[config.mk]
export PLATFORM = sky130hd
export DESIGN_NAME = mac_array_sequencer
export DESIGN_NICKNAME = d
export VERILOG_FILES = /design/src/rtl/mac_array_sequencer.sv
export SDC_FILE = /design/constraint.sdc
export NUM_CORES = 1
export LEC_CHECK = 0
export CAP_MARGIN = 5
export CORE_AREA = 5 5 42 44
export DETAILED_ROUTE_END_ITERATION = 10
export DIE_AREA = 0 0 47 49
export SETUP_SLACK_MARGIN = 0.05
export SLEW_MARGIN = 20
export SYNTH_ARGS = -nofsm -noshare
export SYNTH_HDL_FRONTEND = slang
export SYNTH_SLANG_ARGS = --single-unit
[constraint.sdc]
create_clock -name clk -period 1.16 [get_ports clk]
set_input_delay 0.29 -clock clk [delete_from_list [all_inputs] [get_ports clk]]
set_output_delay 0.29 -clock clk [all_outputs]
set_load 0.005 [all_outputs]
[src/rtl/mac_array_sequencer.sv]
// Sequencing controller for the MAC array. It clears the accumulators, steps the
// reduction index k with a load pulse per valid operand pair, then strobes the result write.
module mac_array_sequencer #(
    parameter int N  = 3,
    parameter int KW = 2
) (
    input  logic          clk,
    input  logic          clr,
    input  logic          start,
    input  logic          abort,
    input  logic          op_valid,
    output logic [KW-1:0] k,
    output logic          mac_clear,
    output logic          mac_load,
    output logic          res_we,
    output logic          busy,
    output logic          done
);

    typedef enum logic [2:0] {
        IDLE  = 3'd0,
        CLEAR = 3'd1,
        ACCUM = 3'd2,
        DRAIN = 3'd3,
        DONE  = 3'd4
    } state_t;

    localparam logic [KW-1:0] K_LAST = KW'(N - 1);
    localparam logic [KW-1:0] K_ONE  = KW'(1);

    state_t        state_r;
    state_t        state_s;
    logic [KW-1:0] k_r;
    logic [KW-1:0] k_s;
    logic          mac_clear_r;
    logic          res_we_r;
    logic          busy_r;
    logic          done_r;

    // Next-state and next-k decode; abort in any active state returns to IDLE.
    always_comb begin
        state_s = state_r;
        k_s     = k_r;
        case (state_r)
            IDLE: begin
                k_s = {KW{1'b0}};
                if (start && !abort) begin
                    state_s = CLEAR;
                end else begin
                    state_s = IDLE;
                end
            end
            CLEAR: begin
                k_s = {KW{1'b0}};
                if (abort) begin
                    state_s = IDLE;
                end else begin
                    state_s = ACCUM;
                end
            end
            ACCUM: begin
                if (abort) begin
                    state_s = IDLE;
                    k_s     = {KW{1'b0}};
                end else if (op_valid) begin
                    if (k_r == K_LAST) begin
                        state_s = DRAIN;
                        k_s     = {KW{1'b0}};
                    end else begin
                        state_s = ACCUM;
                        k_s     = k_r + K_ONE;
                    end
                end else begin
                    state_s = ACCUM;
                    k_s     = k_r;
                end
            end
            DRAIN: begin
                k_s = {KW{1'b0}};
                if (abort) begin
                    state_s = IDLE;
                end else begin
                    state_s = DONE;
                end
            end
            DONE: begin
                k_s     = {KW{1'b0}};
                state_s = IDLE;
            end
            default: begin
                k_s     = {KW{1'b0}};
                state_s = IDLE;
            end
        endcase
    end

    // State, index and Moore outputs; outputs are decoded from the next state so they
    // leave the register aligned with the state they describe.
    always_ff @(posedge clk or posedge clr) begin
        if (clr) begin
            state_r     <= IDLE;
            k_r         <= {KW{1'b0}};
            mac_clear_r <= 1'b0;
            res_we_r    <= 1'b0;
            busy_r      <= 1'b0;
            done_r      <= 1'b0;
        end else begin
            state_r     <= state_s;
            k_r         <= k_s;
            mac_clear_r <= (state_s == CLEAR);
            res_we_r    <= (state_s == DONE);
            busy_r      <= (state_s != IDLE);
            done_r      <= (state_s == DONE);
        end
    end

    // The load line follows op_valid directly so a stalled cycle never accumulates.
    assign mac_load  = (state_r == ACCUM) && op_valid;
    assign k         = k_r;
    assign mac_clear = mac_clear_r;
    assign res_we    = res_we_r;
    assign busy      = busy_r;
    assign done      = done_r;

endmodule
Word level (Yosys, flattened, before mapping)
Cells that the tools add are included.
{"block": "classes", "n_addsub": 1, "eq_ne": 7, "muxes": 11, "n_reduce_logical": 5}
{"cell": "$pmux W3 S4", "n": 1}
{"cell": "$mux W2", "n": 5}
{"cell": "$mux W3", "n": 3}
{"cell": "$eq A3 B1 Y1 const B", "n": 2}
{"cell": "$eq A3 B2 Y1 const B", "n": 2}
{"cell": "$eq A3 B3 Y1 const B", "n": 1}
{"cell": "$logic_not A3 Y1", "n": 1}
{"cell": "$ne A3 B3 Y1 const B", "n": 1}
{"cell": "$reduce_bool A3 Y1", "n": 1}
{"cell": "$add A2 B1 Y2 const B", "n": 1}
{"cell": "$eq A2 B2 Y1 const B", "n": 1}
{"cell": "$logic_and A1 B1 Y1", "n": 2}
{"cell": "$mux W1", "n": 2}
{"cell": "$logic_not A1 Y1", "n": 1}
{"block": "word_totals", "reg_bits": 8, "in_bits": 5, "output_inout_bits": 7, "word_cells": 29}

Logic depth before layout (Yosys ltp)
{"block": "logic_depth", "depth_word": 6, "depth_mapped": 2, "depth_no_buf": 2}

Worst setup path before layout
OpenSTA, ideal clock, no wires.
{"block": "synth_path", "path_kind": "register -> register", "from": "reg state_r[0]", "to": "reg state_r[0]", "setup_time_ns": 0.075, "arrival_time_ns": 1.078, "required_ns": 1.085, "setup_slack_ns": 0.007, "stages_incl_launch_ff": 3, "n_path_buf": 0, "synth_period_minus_slack_ns": 1.153, "path_cell_list": "dfrtp_1 -> or4b_4 -> o2bb2ai_2"}
{"block": "synth_via", "elab_chain_len": 2, "word_cells_on_any_way": 5, "cone_classes": "eq/ne (3); mux (1); reduce/logical (1)"}
{"element": "from (decl)", "line_no": "31", "text": "state_t state_r;"}
{"element": "from (signal assigned)", "line_no": "108", "text": "state_r <= state_s;"}
{"element": "$eq A3 B2 Y1 (tied with other cells)", "line_no": "44", "text": "case (state_r)"}
{"element": "$pmux W3 S4 (*)", "line_no": "44"}
{"element": "named net state_s[0]", "line_no": "32", "text": "state_t state_s;"}
Mark *: on every way through the listed nets, which the timed path passes. The rest lies on a longest branch.
A chain may end at the register's enable or synchronous reset.

Worst setup path after layout
{"block": "layout_path", "from": "reg state_r[0]", "to": "out mac_load"}
{"block": "layout_via", "elab_chain_len": 2}
{"element": "$eq A3 B2 Y1", "line_no": "118", "text": "assign mac_load = (state_r == ACCUM) && op_valid;"}
{"element": "$logic_and A1 B1 Y1", "line_no": "118"}
{"element": "to (decl)", "line_no": "14", "text": "output logic mac_load,"}
Every way passes these cells.

==> results.md <==
- Core region area: 1400 sq um
- Failing checks: negative setup slack
- Vias: 294
- Tot GR Track Use: 8.51%
- Die height: 49 um
- Die width: 47 um
- Worst skew pair latency: 0.25 ns
- Critical path depth: 2
- Setup Crit Path Kind: register to output port
- RSZ-0062 raised after global routing: true
- LEAKAGE: 0.277 nW
- Synthesized net count: 33
- Post-placement cell count: 60
- Remaining Overflow, GRT: 0
- Worst r2r src: state_r[0]
- CTS tree: done
- First-pass DRT Iterations: 3
- Yosys Warn Count: 0
- Root Buffer: clkbuf_4
- Placer congestion estimate: 0.742
- Critical path's largest stage delay: 0.40 ns
- Yosys reg bits: 8
- Register area: 200 sq um
- Reg2Reg Depth: 3
- Bufs and invs on worst path: 1
- CP startpoint: state_r[0]
- DPL Wire Length: 556 um
- Clock sinks: 8
- Hold Path Class: input port to asynchronous set/reset pin
- CP Capture Point: mac_load
- Antenna violations before repair: 0
- Share of cells above drive strength 1: 52.0%
- Fillers: 147
- Clock slew at reported path FFs: 0.06 ns
- Top-Level Pins: 12
- CP arrival: 1.06 ns
- Final Setup Violations: 4
- Inserted Clock Buffers: 3
- CP Launch Type: register
- Fin Setup TNS: -0.531 ns
- Max VDD drop: 0.521 mV
- R2r endpoint: k[1]
- Met1 Resource Use GR: 9.21%
- Finished Layout Cells: 66
- Synth unique cells: 18
- PwrDens: 1110 nW/um^2
- Vias in the first global route: 307
- Top-count cell post-synth: dfrtp_1
- H-tree depth: 1
- Syn-to-layout area delta: 59.1%
- Main flop type after synthesis: dfrtp_1
- Leading post-synthesis cells by cell area: dfrtp_1, o2bb2ai_2, or4b_4
- Die Area: 2300 sq um
- Post-synth EDFFs: 0
- Mean area per synthesized cell: 12.6 sq um
- Worst Tran Pin Value: 0.311 ns
- Initial core utilization: 25.1%
- Fmax achieved: 738 MHz
- GR Util met2: 11.8%
- Fin. Hold Viols: 0
- Design area: 559 sq um
- Post-synth top cells: dfrtp_1, a21oi_1, and3_1, nand2b_1
- First-pass GRT wire length: 1300 um
- Status: finished with violations
- Area leader, netlist: dfrtp_1
- Slew HR: 79.3%
- Shortest period the worst path allows: 1.35 ns
- Post-Route WL: 790 um
- Max-Cap Viols: 0
- Final Skew: 0.00400 ns
- Routed Antenna Nets: 0
- Drc violations: 0
- Drt wl/cell: 12.0 um
- Via density: 4.45
- Fin. max-slew vios: 0
- Max stage delay cell, worst path: dfrtp_1
- R2R setup slack: -0.12 ns
- DRT iter0 DRCs: 6
- Critical path capture point type: output port
- Post-synthesis sequential area ratio: 56.9%
- Period utilization: 117%
- CP Cell Sequence: nor4bb_2 > buf_2
- Worst-path fanout max: 2
- Share of the synthesized area in the top cell type: 56.9%
- Clock Tree Buf Depth: 2
- Worst slack at placement: -0.713 ns
- Largest delay share family, worst path: flip-flops
- Largest net degree at the start of global routing: 9
- PortBufs: 11
- Post-Syn Area: 352 sq um
- Most Crowded Layer GR: met2
- Cells after synthesis: 28
- Post-route setup slack: -0.195 ns
- Placed Area: 519 sq um
- Area of the multi-input gates: 169 sq um
- Asr flop ratio synth: 100%
- Total design power: 0.618 mW
- CP required: 0.87 ns
- Row count: 14
- N_diodes: 0
- Grt met3 use: 2.21%
- Layout Nets: 57
==> area by class of cell <==
type | instances | area share, %
Clock buffer | 3 | 4.03
Multi-Input combinational cell | 18 | 30.2
Tap cell | 16 | 3.58
Timing Repair Buffer | 20 | 25.7
Sequential cell | 8 | 35.8
Inverter | 1 | 0.671
==> stage by stage <==
| stage | util, % | hold slack, ns |
|---|---|---|
| final | 39.9 | 0.280 |
| after floorplan | - | 0.106 |
| after CTS | 40.0 | 0.288 |
| after global routing | 39.9 | 0.315 |
| after detailed placement | 37.1 | 0.556 |
| after global placement | 37.1 | 0.547 |
==> power by group <==
group          internal, mW  switching [mW]  total, mW
sequential            0.293         0.00613      0.299
combinational        0.0630          0.0457      0.109
clock                 0.118          0.0919      0.210
total                 0.474           0.144      0.618
==> how the worst min path moves through the flow <==
stage               start    to  slack, ns  cells after the start
finish                clr  busy       0.28                      2
global route          clr  busy       0.32                      2
CTS                   clr  busy       0.29                      2
detailed placement    clr  busy       0.56                      2
global placement     k[1]  k[0]       0.55                      2
floorplan             clr  busy       0.11                      1
==> sequential cells by signal, indices dropped and copies added, names as in the netlist <==
signal     count
mac_clear      1
busy           1
state_r        3
k              2
done           1
==> layer usage <==
metal	wire [um]	share of wire (%)
met5	0	0
met1	332	42
met4	19	2.4
met2	377	48
met3	60	7.6
==> layout by cell type, fill, tap and decap left out, drive strengths merged <==
cell,instances
clkdlybuf4s50,2
xnor2,1
or3b,1
clkbuf,5
a21oi,2
nor3,1
or4b,1
o2bb2ai,1
nor2,1
dlygate4sd2,2
o31a,1
nand3b,1
and3,2
or4bb,1
inv,1
nor4bb,1
and2,1
buf,14
nand2b,2
nor4,1
dfrtp,8
==> what timing repair did <==
item | 4_1_cts | 5_1_grt
buffers inserted | 3 | 0
pin swaps | 4 | 0
setup endpoints to repair | 11 | 7
hold buffers | 0 | 0
resized for setup | 31 | 3
==> cells by family after synthesis <==
| family | after synthesis | share of synthesized area [%] |
|---|---|---|
| AOI/OAI and AO/OA | 4 | 9.61 |
| xor gates and xnor gates | 1 | 2.49 |
| buffers and inverters | 2 | 3.20 |
| DFF | 8 | 56.9 |
| and+or+nand+nor | 13 | 27.8 |
(Power assumes the default switching activity.)
